<file path="config.mk">
export PLATFORM = sky130hd
export DESIGN_NAME = minhash_topk_sorter
export DESIGN_NICKNAME = d
export VERILOG_FILES = /design/src/rtl/minhash_topk_sorter.sv
export SDC_FILE = /design/constraint.sdc
export NUM_CORES = 1
export LEC_CHECK = 0
export CAP_MARGIN = 20
export CORE_MARGIN = 5
export CORE_UTILIZATION = 65
export CTS_CLUSTER_DIAMETER = 120
export DETAILED_ROUTE_END_ITERATION = 10
export GPL_TIMING_DRIVEN = 0
export PLACE_DENSITY = 0.89
export SYNTH_ARGS = -nofsm -noshare
export SYNTH_HDL_FRONTEND = slang
export SYNTH_SLANG_ARGS = --single-unit
</file>
<file path="constraint.sdc">
create_clock -name clk -period 4.35 [get_ports clk]
set_input_delay 0.435 -clock clk [delete_from_list [all_inputs] [get_ports clk]]
set_output_delay 0.435 -clock clk [all_outputs]
set_load 0.05 [all_outputs]
</file>
<file path="src/rtl/minhash_topk_sorter.sv">
// Streaming bottom-K MinHash sorter: keeps the K smallest (sig, idx) pairs of a fragment
// in ascending order, then drains them in rank order to the extender.
module minhash_topk_sorter #(
    parameter int SIG_W = 32,
    parameter int IDX_W = 5,
    parameter int K     = 4,
    parameter int POS_W = (K > 1) ? $clog2(K) : 1,
    parameter int DEDUP = 0
) (
    input  logic             clk,
    input  logic             rst_n,
    input  logic             in_valid,
    output logic             in_ready,
    input  logic [SIG_W-1:0] in_sig,
    input  logic [IDX_W-1:0] in_idx,
    input  logic             in_last,
    output logic             out_valid,
    input  logic             out_ready,
    output logic [SIG_W-1:0] out_sig,
    output logic [IDX_W-1:0] out_idx,
    output logic [POS_W-1:0] out_pos,
    output logic             out_last,
    output logic [POS_W:0]   occupancy
);

    typedef enum logic [0:0] {
        ST_COLLECT = 1'b0,
        ST_DRAIN   = 1'b1
    } state_t;

    localparam logic [POS_W:0]   K_OCC   = (POS_W+1)'(K);
    localparam logic [POS_W:0]   OCC_ONE = (POS_W+1)'(1);
    localparam logic [POS_W-1:0] PTR_ONE = POS_W'(1);

    state_t             state_r, state_nxt_s;
    logic [SIG_W-1:0]   slot_sig_r [K];
    logic [IDX_W-1:0]   slot_idx_r [K];
    logic [K-1:0]       slot_vld_r;
    logic [SIG_W-1:0]   slot_sig_s [K];
    logic [IDX_W-1:0]   slot_idx_s [K];
    logic [K-1:0]       slot_vld_s;
    logic [SIG_W-1:0]   sh_sig_s   [K];
    logic [IDX_W-1:0]   sh_idx_s   [K];
    logic [K-1:0]       sh_vld_s;
    logic [POS_W:0]     occ_r, occ_nxt_s, ins_pos_s;
    logic [POS_W-1:0]   rd_ptr_r, rd_nxt_s;
    logic               in_ready_r, out_valid_r, out_last_r;
    logic [SIG_W-1:0]   out_sig_r;
    logic [IDX_W-1:0]   out_idx_r;
    logic [POS_W-1:0]   out_pos_r;
    logic               accept_s, out_fire_s, found_s, dup_s, keep_s, hit_s;

    assign accept_s   = in_valid && in_ready_r;
    assign out_fire_s = out_valid_r && out_ready;
    assign rd_nxt_s   = rd_ptr_r + PTR_ONE;

    // Insertion point: first invalid slot or first slot strictly greater (ties keep arrival order)
    always_comb begin
        found_s   = 1'b0;
        dup_s     = 1'b0;
        hit_s     = 1'b0;
        ins_pos_s = '0;
        for (int i = 0; i < K; i++) begin
            hit_s     = !slot_vld_r[i] || (slot_sig_r[i] > in_sig);
            dup_s     = dup_s | (slot_vld_r[i] && (slot_sig_r[i] == in_sig));
            ins_pos_s = (!found_s && hit_s) ? (POS_W+1)'(i) : ins_pos_s;
            found_s   = found_s | hit_s;
        end
        keep_s    = accept_s && found_s && !((DEDUP != 0) && dup_s);
        occ_nxt_s = (keep_s && (occ_r < K_OCC)) ? (occ_r + OCC_ONE) : occ_r;
    end

    // Shifted-down copy of the array; slot K-1 falls off the end
    always_comb begin
        sh_sig_s[0] = slot_sig_r[0];
        sh_idx_s[0] = slot_idx_r[0];
        sh_vld_s[0] = slot_vld_r[0];
        for (int i = 1; i < K; i++) begin
            sh_sig_s[i] = slot_sig_r[i-1];
            sh_idx_s[i] = slot_idx_r[i-1];
            sh_vld_s[i] = slot_vld_r[i-1];
        end
    end

    // Post-insertion array contents
    always_comb begin
        slot_sig_s = slot_sig_r;
        slot_idx_s = slot_idx_r;
        slot_vld_s = slot_vld_r;
        for (int i = 0; i < K; i++) begin
            if (keep_s && ((POS_W+1)'(i) == ins_pos_s)) begin
                slot_sig_s[i] = in_sig;
                slot_idx_s[i] = in_idx;
                slot_vld_s[i] = 1'b1;
            end else if (keep_s && ((POS_W+1)'(i) > ins_pos_s)) begin
                slot_sig_s[i] = sh_sig_s[i];
                slot_idx_s[i] = sh_idx_s[i];
                slot_vld_s[i] = sh_vld_s[i];
            end else begin
                slot_sig_s[i] = slot_sig_r[i];
                slot_idx_s[i] = slot_idx_r[i];
                slot_vld_s[i] = slot_vld_r[i];
            end
        end
    end

    // Next-state logic
    always_comb begin
        state_nxt_s = state_r;
        case (state_r)
            ST_COLLECT: begin
                if (accept_s && in_last) state_nxt_s = ST_DRAIN;
                else                     state_nxt_s = ST_COLLECT;
            end
            ST_DRAIN: begin
                if (out_fire_s && out_last_r) state_nxt_s = ST_COLLECT;
                else                          state_nxt_s = ST_DRAIN;
            end
            default: state_nxt_s = ST_COLLECT;
        endcase
    end

    // State register
    always_ff @(posedge clk or negedge rst_n) begin
        if (!rst_n) state_r <= ST_COLLECT;
        else        state_r <= state_nxt_s;
    end

    // Slot storage, occupancy and registered output stage
    always_ff @(posedge clk or negedge rst_n) begin
        if (!rst_n) begin
            for (int i = 0; i < K; i++) begin
                slot_sig_r[i] <= '0;
                slot_idx_r[i] <= '0;
            end
            slot_vld_r  <= '0;
            occ_r       <= '0;
            rd_ptr_r    <= '0;
            in_ready_r  <= 1'b1;
            out_valid_r <= 1'b0;
            out_sig_r   <= '0;
            out_idx_r   <= '0;
            out_pos_r   <= '0;
            out_last_r  <= 1'b0;
        end else begin
            in_ready_r  <= (state_nxt_s == ST_COLLECT);
            out_valid_r <= (state_nxt_s == ST_DRAIN);
            case (state_r)
                ST_COLLECT: begin
                    slot_sig_r <= slot_sig_s;
                    slot_idx_r <= slot_idx_s;
                    slot_vld_r <= slot_vld_s;
                    occ_r      <= occ_nxt_s;
                    // Preload rank 0 from the post-insertion array so out_valid rises next cycle
                    if (accept_s && in_last) begin
                        rd_ptr_r   <= '0;
                        out_sig_r  <= slot_sig_s[0];
                        out_idx_r  <= slot_idx_s[0];
                        out_pos_r  <= '0;
                        out_last_r <= (occ_nxt_s == OCC_ONE);
                    end
                end
                ST_DRAIN: begin
                    if (out_fire_s && out_last_r) begin
                        slot_vld_r <= '0;
                        occ_r      <= '0;
                        out_last_r <= 1'b0;
                    end else if (out_fire_s) begin
                        rd_ptr_r   <= rd_nxt_s;
                        out_sig_r  <= slot_sig_r[rd_nxt_s];
                        out_idx_r  <= slot_idx_r[rd_nxt_s];
                        out_pos_r  <= rd_nxt_s;
                        out_last_r <= (((POS_W+1)'(rd_nxt_s) + OCC_ONE) == occ_r);
                    end
                end
                default: begin
                    slot_vld_r <= '0;
                    occ_r      <= '0;
                end
            endcase
        end
    end

    assign in_ready  = in_ready_r;
    assign out_valid = out_valid_r;
    assign out_sig   = out_sig_r;
    assign out_idx   = out_idx_r;
    assign out_pos   = out_pos_r;
    assign out_last  = out_last_r;
    assign occupancy = occ_r;

endmodule

</file>
-- After elaboration in Yosys (flattened, before gate mapping)
Index checks and enable logic that the tools add are counted.
- equality and inequality tests: 14
- bitwise logic cells: 6
- order comparisons: 9
- mux-type cells: 54
- $add $sub $neg: 3
- reductions and logical operators: 40
- operators with widths (kind ; number):
    $mux 32 ; 12
    $gt 32x32->1 ; 4
    $bmux 32 s2 ; 1
    $pmux 32 s2 ; 1
    $mux 5 ; 12
    $logic_and 1x1->1 ; 16
    $reduce_and 2->1 ; 8
    $mux 1 ; 13
    $bmux 5 s2 ; 1
    $mux 2 ; 5
    $pmux 5 s2 ; 1
    $ne 3x3->1 const B ; 3
    $pmux 4 s2 ; 1
    $logic_not 1->1 ; 7
    $mux 3 ; 2
    $ne 2x2->1 const B ; 3
    $pmux 3 s2 ; 1
    $reduce_bool 2->1 ; 3
    $eq 2x2->1 const A ; 2
    $gt 2x2->1 const A ; 2
    $logic_or 1x1->1 ; 4
    $mux 4 ; 1
    $ne 2x1->1 const B ; 2
    $pmux 1 s2 ; 2
    other kinds (16) ; 19
- input port bits: 42
- output and inout port bits: 45
- register bits: 197
- logic and storage cells: 145

-- Depth between registers and ports, before layout
Gate-level depths: netlist (run 1).
- depth after elaboration: 12
- mapped depth: 12
- gate-level depth less buffers: 10

-- Least setup slack after synthesis (run 1)
Ideal clock, no wire load.
- kind: flip-flop to flip-flop
- from: register, netlist name out_pos[0]
- to: register out_sig_r[13] (netlist: out_sig[13])
- required time: 4.225 ns
- buffers on the path: 4
- cell stages (with the launch flop): 11
- period minus slack after synthesis: 3.234 ns
- library setup time: 0.125 ns
- slack: 1.116 ns
- data arrival time: 3.109 ns
- cell sequence: dfrtp_1 clkbuf_1 clkbuf_1 inv_1 ha_1 buf_1 buf_1 mux4_2 nand2_1 o21ai_1 mux2_2
- RTL lines (what ; RTL line ; text):
    end signal, assigned ; 157 ; out_sig_r <= slot_sig_s[0];
    end signal, assigned ; 170 ; out_sig_r <= slot_sig_r[rd_nxt_s];
    end, declared ; 48 ; logic [SIG_W-1:0] out_sig_r;

==> out/metrics.cfg, run 1 <==
[timing]
fin_crit_sh_pct=94.9
finClkSkew_ns=0.0127
slew_headroom_pct=36.4
setup_viol=0
setup_slack_ns=0.223
period_needed_ns=4.13
hold_violations=0
holdWs_ns=0.496
worst_pin_slew_ns=0.953
fmax_mhz=242
finalMaxSlewViolations=0
rsz0062_at_grt=false

[floorplanning]
die_height_microns=151
rows=51
core_area_sq_um=19500
io-pin-count=87
die_area_sq_um=22900
initial_core_util_pct=66.4
dieWidth_microns=151

[critical_path]
crit_start=out_pos[0]$_DFFE_PN0P_
path_delay_family=buffers and inverters
cp_max_fo=10
crit_path_start_kind=flop
critPathSlowestCell=clkbuf_1
crit_type=reg -> reg
cpMostUsedCell=clkbuf_1
cp_cell_sequence=clkbuf_1, clkbuf_1, inv_1, ha_1, buf_1, clkbuf_1, mux4_2, nand2_1, o21ai_1, mux2_2
slowest_delay_ns=0.64
required_ns=4.69
end_kind=flop
worstReg2RegStart=out_pos[0]$_DFFE_PN0P_
critPathBufInv=5
cp_data_arrival_time_ns=4.47

[drt]
drc=0
vias_per_cell=6.71
dr.pass1.iters=6
via_count=11000
wl_per_cell_microns=22.8
drt-total-wl_microns=37500
postRouteAntennaNets=0
drt_iter0_markers=1115

[place]
dp_cells=1612
hpwl_microns=25700
port_buffers=86
dp_slack_ns=0.0365
gp_congestion=0.933

[pwr]
p_per_area_nw_per_um2=807
vdd.ir_drop.worst_mv=0.573
p_seq_share_pct=31.0
power.switching_uw=5530
p_clk_share_pct=13.6
p_int_uw=6410
p_comb_share_pct=55.4
leakagePower_uw=0.00667
sw_frac_of_total_pct=46.3

[logic_synthesis]
synth_xor_area_share_pct=0.203
yosys_warnings=0
synth-edff-count=0
synth_area_sq_um=13000
async_flop_share_pct=100
synthAdderAreaFrac_pct=12.6
synthesis.instances=1260
synth_flop_cell=dfrtp_1
synth_cell_types=62
synth_top_family_by_area=multiplexers
syn_nets=1432
yosys.area_share.simple_pct=10.2
synth_common_cells=196 x dfrtp_1, 163 x a21oi_1, 130 x ha_1
ys_ff_latch=197
synth.area.top_cells=dfrtp_1 38%, ha_1 13%, mux2i_1 8.7%
syn_area_per_cell_sq_um=10.3
yosysTopAreaCellShare_pct=37.8
yosysSeqAreaShare_pct=38.1
synthMuxAreaShare_pct=21.4
synth_compound_area_share_pct=13.5
yosys.area.top_type=dfrtp_1
synth.most_common_cell=dfrtp_1

[outcome]
status=completed

[global_routing]
overflow=0
grt_pass1_wl_microns=59400
grt_use_total_pct=33.7
grt_start_max_net_pins=124
antenna_found_initial=0
grt_pass1_vias=11000

[cells_and_area]
nets=1539
final_core_util_pct=75.7
drive_gt1_share_pct=13.1
stdcell_count=1645
final-seq-area_sq_um=4930
syn_to_final_growth_pct=14.1
diodes=0
multi_input_area_sq_um=7490
fill_cells=1367

[job]
drv_cap=0

[clock_tree]
post-cts-setup-buffers=0
clk_path_buf_depth=2
root_buffer=clkbuf_16
clk_pin_slew_ns=0.08
clock_latency_ns=0.46
htree_levels=4
cts_tree=yes
cts_sinks=197
cts_buffers=17

[worst_hold_path]
min_from=out_sig[0]$_DFFE_PN0P_
hp-class=reg -> reg

==> cells by family after synthesis <==
| logic type | after synthesis |
|---|---|
| muxes | 222 |
| DFF | 197 |
| adders and majority gates | 130 |
| buffers and inverters | 112 |
| and+or+nand+nor | 288 |
| AOI/OAI and AO/OA | 308 |
| xor gates and xnor gates | 3 |
==> worst min-delay path: stages, from the launching register on <==
cell     delay, ns
dfrtp_1       0.35
nand2_1       0.05
nand2_1       0.06
==> path summary, 6_finish.rpt <==
path                       depth (start not counted)                   endpoint  slack [ns]
setup / recovery                                  10    out_sig[10]$_DFFE_PN0P_        0.22
hold / removal                                     2     out_sig[0]$_DFFE_PN0P_        0.50
setup reg to reg                                  10    out_sig[10]$_DFFE_PN0P_        0.22
hold reg to reg                                    2     out_sig[0]$_DFFE_PN0P_        0.50
max in group asynchronous                          3  slot_vld_r[3]$_DFFE_PN0P_        2.76
min in group asynchronous                          2    out_sig[18]$_DFFE_PN0P_        0.54
==> routing by layer <==
metal	wire, microns	GRT usage (%)	up-vias
li1	-	-	4869
met1	14900	45.5	5342
met2	17000	51.5	700
met3	4030	8.59	133
met4	1590	15.1	0
met5	0	0	-
==> metrics by stage <==
| step | cell area [sq um] | total power, uW | TNS (ns) |
|---|---|---|---|
| floorplan | 13000 | 8170 | 0 |
| global placement | 14200 | 9850 | -1069.33 |
| detailed placement | 14200 | 10100 | 0 |
| CTS | 14800 | 11800 | 0 |
| global route | 14800 | 12700 | 0 |
| finish | 14800 | 11900 | 0 |
==> layout make-up <==
type / instances / share of cell area (%)
multi-input combinational: 951 / 50.6
sequential: 197 / 33.3
timing repair buffer: 88 / 6.11
clock buffer: 18 / 2.97
buffer: 69 / 2.55
tap: 265 / 2.24
inverter: 43 / 1.09
clock inverter: 14 / 1.06
==> what timing repair did <==
action | in CTS | in global routing
resized for setup | 0 | 1
hold buffers | 1 | 0
hold endpoints to repair | 62 | 0
setup endpoints to repair | 0 | 1
==> power by group through the flow <==
| stage | logic, uW | registers [uW] | clock network (uW) |
|---|---|---|---|
| final | 6620 | 3700 | 1620 |
| after global routing | 7170 | 3800 | 1700 |
| after CTS | 6540 | 3650 | 1620 |
| after detailed placement | 6440 | 3660 | 0 |
| after global placement | 6230 | 3620 | 0 |
| after floorplan | 4070 | 4090 | 0 |
==> flip-flops by register name (all words and copies together), names as in the netlist <==
register / count
out_pos: 2
out_valid: 1
out_sig: 32
occupancy: 3
sh_idx_s: 15
sh_sig_s: 96
out_last: 1
out_idx: 5
slot_idx_r: 5
in_ready: 1
slot_vld_r: 4
slot_sig_r: 32
==> cells in the final DEF (no fill, tap or decap), types with 37 or more instances in the layout <==
master	count
a21oi_1	163
clkdlybuf4s50_1	85
dfrtp_1	196
ha_1	130
inv_1	43
mux2_2	65
mux2i_1	112
mux4_2	37
nand2_1	83
nor2_1	126
o21ai_1	46
o22ai_1	37
No activity file was read; power rests on OpenSTA's default activity.
==> inputs of run 2 (changes only) <==
PLACE_DENSITY = 0.87   (was 0.89)
RECOVER_POWER = 100   (was default)
==> out/metrics.cfg, run 2 (synthesis results as in run 1) <==
[cells_and_area]
fill_cells=1390  ; +1.7%
final_common_cell=dfrtp_1
largest_reg_flops=96  ; unchanged
drive_gt1_share_pct=12.5  ; -0.57 points
nets=1538  ; -0.065%
final_core_util_pct=75.5  ; -0.25 points
syn_to_final_growth_pct=13.8
diodes=0  ; unchanged
layout_common_cells=196 x dfrtp_1, 163 x a21oi_1, 130 x ha_1, 126 x nor2_1, 112 x mux2i_1

[critical_path]
cpMostUsedCell=clkbuf_1
critPathSlowestCell=clkbuf_1
path_delay_family=buffers and inverters
r2r-end=out_sig[15]$_DFFE_PN0P_
cp_data_arrival_time_ns=4.50  ; +0.03 ns
end_kind=flop
critPathBufInv=5  ; unchanged
crit_start=out_pos[0]$_DFFE_PN0P_
reg2reg_setup_slack_ns=0.18  ; -0.04 ns
worstReg2RegStart=out_pos[0]$_DFFE_PN0P_
required_ns=4.68  ; about the same
cp-endpoint=out_sig[15]$_DFFE_PN0P_
slowest_delay_ns=0.66  ; +0.02 ns
cp_cell_sequence=clkbuf_1, clkbuf_1, inv_1, ha_1, clkbuf_1, clkbuf_1, mux4_2, nand2_1, o21ai_0, mux2_2
crit_type=reg -> reg
crit_path_start_kind=flop
critical_path_cell_count=10  ; unchanged
r2r_cells=10  ; unchanged
cp_max_fo=10  ; unchanged

[timing]
hold_violations=0  ; unchanged
fmax_mhz=240  ; -0.98%
fin_tns_setup_ns=0  ; unchanged
setup_viol=0  ; unchanged
finalMaxSlewViolations=200  ; +200
rsz0062_at_grt=false
worst_pin_slew_ns=2.06  ; +1.11 ns
slew_headroom_pct=-37.5  ; -74 points
finClkSkew_ns=0.0159  ; +0.00314 ns
setup_slack_ns=0.182  ; -0.0407 ns
period_needed_ns=4.17  ; +0.0407 ns
fin_crit_sh_pct=95.8  ; +0.94 points

[outcome]
status=complete, but fails checks
violations=capacitance limit, slew limit

[floorplanning]
rows=51  ; unchanged
die_height_microns=151  ; unchanged
io-pin-count=87  ; unchanged
dieWidth_microns=151  ; unchanged
die_area_sq_um=22900  ; unchanged
core_area_sq_um=19500  ; unchanged
initial_core_util_pct=66.4  ; unchanged

[drt]
drt-total-wl_microns=37400  ; -0.23%
drc=0  ; unchanged
via_count=11000  ; -0.26%
dr.pass1.iters=6  ; unchanged
vias_per_cell=6.70  ; -0.20%
wl_per_cell_microns=22.8  ; -0.17%
drt_iter0_markers=1249  ; +12%
postRouteAntennaNets=0  ; unchanged

[clock_tree]
root_buffer=clkbuf_16
cts_buffers=17  ; unchanged
cts_tree=yes
clk_path_buf_depth=2  ; unchanged
clock_latency_ns=0.45  ; about the same
post-cts-setup-buffers=0  ; unchanged
cts_resized=0  ; unchanged
clk_pin_slew_ns=0.07  ; about the same
htree_levels=4  ; unchanged
cts_sinks=197  ; unchanged
cts_hold_repair.buffers=0  ; -1

[place]
dp_slack_ns=0.0251  ; -0.0114 ns
hpwl_microns=26000  ; +1.4%
port_buffers=86  ; unchanged
gp_congestion=0.968  ; +3.7%

[worst_hold_path]
hp-class=reg -> reg

[global_routing]
grt_use_total_pct=33.9  ; +0.20 points
grt_pass1_wl_microns=59800  ; +0.62%
grt_start_max_net_pins=117  ; -5.6%
grt_pass1_vias=11100  ; +1.2%
antenna_found_initial=0  ; unchanged
overflow=0  ; unchanged

[pwr]
vdd.ir_drop.worst_mv=0.571  ; -0.40%
leakagePower_uw=0.00668  ; +0.11%
p_per_area_nw_per_um2=803  ; -0.53%
finalPower_uw=11800  ; -0.86%

[job]
drv_cap=2  ; +2

## run 2: worst register-to-register path: cells and delay by family, from the launching register on
family	cells	cell delay, ns
AO/OA/AOI/OAI	1	0.16
adder cells (fa/ha/maj)	1	0.41
buffers and inverters	5	2.31
flip-flops	1	0.38
multiplexers	2	0.72
AND/OR/NAND/NOR	1	0.08
## run 2: how the worst min path moves through the flow
stage	startpoint	end	cells after the start
final	out_sig[18]$_DFFE_PN0P_	out_sig[18]$_DFFE_PN0P_	1
after global routing	out_sig[16]$_DFFE_PN0P_	out_sig[16]$_DFFE_PN0P_	1
after detailed placement	rst_n	sh_sig_s[50]$_DFFE_PN0P_	1
after floorplan	rst_n	occupancy[0]$_DFFE_PN0P_	0
after global placement	out_sig[0]$_DFFE_PN0P_	out_sig[0]$_DFFE_PN0P_	2
after CTS	rst_n	sh_sig_s[50]$_DFFE_PN0P_	1
## run 2: area by class of cell
class	count	area [sq um]	area share (%)
buffer	69	367	2.49
clock buffer	19	443	3.00
clock inverter	13	161	1.09
inverter	43	161	1.09
multi-input combinational	951	7480	50.8
sequential	197	4930	33.4
tap	265	332	2.25
timing repair buffer	87	863	5.86
## run 2: metal layers
metal  global-route usage, %  vias up  routed length (microns)
li1                        -     4875                        -
met1                    45.5     5337                    14900
met2                    52.7      680                    17400
met3                    8.38      123                     3740
met4                    14.6        0                     1430
met5                       0        -                        0
## run 2: power breakdown
| part | total (uW) | leakage (uW) | internal (uW) | switching [uW] |
|---|---|---|---|---|
| logic | 6470 | 0.00415 | 2780 | 3690 |
| registers | 3690 | 0.00224 | 2740 | 945 |
| clock network | 1680 | 0.000291 | 885 | 795 |
| total | 11800 | 0.00668 | 6400 | 5430 |
## run 2: metrics by stage
| step | hold slack (ns) | std cells | instance area, sq um |
|---|---|---|---|
| floorplan | 0.139 | 1260 | 13000 |
| global placement | 0.469 | 1611 | 14200 |
| detailed placement | 0.478 | 1612 | 14200 |
| CTS | 0.00777 | 1644 | 14800 |
| global route | 0.510 | 1644 | 14700 |
| finish | 0.499 | 1644 | 14700 |
==> inputs of run 3 (changes only) <==
CORE_UTILIZATION = 45   (was 65)
HOLD_SLACK_MARGIN = 0.02   (was default)
PLACE_DENSITY = default   (was 0.87)
==> out/metrics.cfg, run 3 (synthesis results as in run 1) <==
[cells_and_area]
diodes=0  ; unchanged
largest_reg_flops=96  ; unchanged
stdcell_count=1764  ; +7.3%
fill_cells=2653  ; +91%
final_common_cell=dfrtp_1
syn_to_final_growth_pct=14.9
drive_gt1_share_pct=12.9  ; +0.35 points
nets=1539  ; +0.065%
layout_common_cells=196 x dfrtp_1, 163 x a21oi_1, 130 x ha_1, 126 x nor2_1, 112 x mux2i_1

[global_routing]
grt_pass1_vias=10900  ; -2.2%
overflow=0  ; unchanged
grt_use_total_pct=23.8  ; -10 points
antenna_found_initial=0  ; unchanged
grt_start_max_net_pins=115  ; -1.7%
grt_pass1_wl_microns=61800  ; +3.3%

[place]
hpwl_microns=27400  ; +5.4%
dp_cells=1731  ; +7.4%
dp_slack_ns=-0.120  ; -0.146 ns
port_buffers=86  ; unchanged
gp_congestion=0.911  ; -5.9%

[drt]
drt-total-wl_microns=38100  ; +1.8%
dr.pass1.iters=5  ; -1
via_count=10500  ; -4.9%
drc=0  ; unchanged
drt_iter0_markers=1014  ; -19%
vias_per_cell=5.94  ; -11%
wl_per_cell_microns=21.6  ; -5.1%
postRouteAntennaNets=0  ; unchanged

[worst_hold_path]
min_from=out_sig[0]$_DFFE_PN0P_
hp-class=reg -> reg
holdPathStages=2  ; +1
holdPathEnd=out_sig[0]$_DFFE_PN0P_

[critical_path]
cp_data_arrival_time_ns=4.44  ; -0.06 ns
r2r-end=out_sig[12]$_DFFE_PN0P_
slowest_delay_ns=0.70  ; +0.04 ns
worstReg2RegStart=out_pos[0]$_DFFE_PN0P_
r2r_cells=10  ; unchanged
cp_cell_sequence=dlygate4sd3_1, inv_1, ha_1, nand4_1, nor4_1, nand3_1, o2111ai_1, buf_2, clkbuf_2, mux2_1, o21ai_1, nand2_1
required_ns=4.68  ; about the same
reg2reg_setup_slack_ns=0.25  ; +0.07 ns
critPathSlowestCell=dlygate4sd3_1
end_kind=flop
crit_type=in -> reg
critPathBufInv=4  ; -1
cp_max_fo=10  ; unchanged
crit_path_start_kind=primary input
path_delay_family=buffers and inverters

[pwr]
p_seq_share_pct=31.6  ; +0.5 points
p_comb_share_pct=54.8  ; about the same
power.switching_uw=5380  ; -0.94%
finalPower_uw=11600  ; -1.6%
p_int_uw=6270  ; -2.1%
leakagePower_uw=0.00669  ; +0.11%
vdd.ir_drop.worst_mv=0.413  ; -28%
p_per_area_nw_per_um2=782  ; -2.5%
p_clk_share_pct=13.7  ; -0.5 points
sw_frac_of_total_pct=46.2  ; +0.29 points

[timing]
fmax_mhz=243  ; +1.4%
fin_crit_sh_pct=94.5  ; -1.3 points
setup_viol=0  ; unchanged
hold_violations=0  ; unchanged
setup_slack_ns=0.238  ; +0.0557 ns
slew_headroom_pct=-49.1  ; -12 points
finClkSkew_ns=0.0204  ; +0.00457 ns
finalMaxSlewViolations=84  ; -58%
fin_tns_setup_ns=0  ; unchanged
period_needed_ns=4.11  ; -0.0557 ns
rsz0062_at_grt=false
worst_pin_slew_ns=2.24  ; +0.173 ns

[clock_tree]
clk_pin_slew_ns=0.07  ; about the same
root_buffer=clkbuf_16
clk_path_buf_depth=2  ; unchanged
cts_sinks=197  ; unchanged
htree_levels=4  ; unchanged
clock_latency_ns=0.46  ; about the same
cts_tree=yes
cts_buffers=17  ; unchanged

[job]
drv_cap=1  ; -1

[floorplanning]
core_area_sq_um=28500  ; +46%
rows=62  ; +22%
dieWidth_microns=180  ; +19%
initial_core_util_pct=45.4  ; -21 points
die_height_microns=180  ; +19%
io-pin-count=87  ; unchanged
die_area_sq_um=32300  ; +41%

[outcome]
violations=capacitance limit, slew limit
status=complete, but fails checks

run 3: cell types whose count changed in the layout (fill, tap and decap cells not counted), moves of 2 or more:
| cell | previous run | this run |
|---|---|---|
| clkbuf_1 | 41 | 36 |
| clkbuf_2 | 8 | 14 |
| clkinv_4 | 2 | 4 |
| bufinv_16 | 2 | 0 |
run 3: worst max-delay path by stage:
stage | startpoint | to | cells after the start | slack, ns
3_3_place_gp | rst_n | sh_idx_s[13]$_DFFE_PN0N_ | 1 | -6.10
6_report | in_sig[31] | out_sig[0]$_DFFE_PN0P_ | 12 | 0.24
2_1_floorplan | out_pos[0]$_DFFE_PN0P_ | out_sig[13]$_DFFE_PN0P_ | 10 | 1.12
5_1_grt | in_sig[31] | sh_sig_s[30]$_DFFE_PN0P_ | 13 | 0.03
4_1_cts | out_pos[0]$_DFFE_PN0P_ | out_sig[15]$_DFFE_PN0P_ | 10 | 0.17
3_5_place_dp | in_sig[31] | out_sig[15]$_DFFE_PN0P_ | 12 | -0.12
run 3: stage by stage:
stage               util [%]  hold slack, ns  area [sq um]
global placement        50.1           0.476         14300
global route            52.2           0.510         14900
finish                  52.2           0.485         14900
CTS                     52.2           0.498         14900
detailed placement      50.2           0.466         14300
floorplan                  -           0.139         13000
run 3: timing repair:
item                                    4_1_cts  5_1_grt
resized for setup                             0        1
setup buffers                                 0        0
hold buffers                                  1        0
hold endpoints to repair                     23        0
endpoints found under the setup margin        0        1
run 3: power by group through the flow:
stage,combinational (uW),sequential [uW],clock [uW]
after CTS,6520,3660,1620
after global routing,7070,3800,1690
final,6380,3680,1590
after floorplan,4070,4090,0
after global placement,6380,3670,0
after detailed placement,6490,3690,0
run 3: layout make-up:
type	count	area, sq um	share of cell area [%]
clock inverter	14	138	0.924
inverter	43	161	1.08
sequential	197	4930	33.1
buffer	69	373	2.50
tap	384	480	3.23
timing repair buffer	88	893	6.00
clock buffer	18	429	2.88
multi-input combinational	951	7480	50.3
run 3: metal layers:
metal	vias to the layer above	global-route usage, %	part of all wire, %	wire [microns]
met2	343	37.7	45	17300
met5	-	0	0	0
met1	5206	33.4	46	17600
li1	4876	-	-	-
met3	52	5.32	6.3	2390
met4	0	6.00	2.0	764
run 3: tightest hold or removal path, stage by stage, from the launching register on:
cell,delay [ns]
dfrtp_1,0.35
nand2_1,0.05
nand2_1,0.06
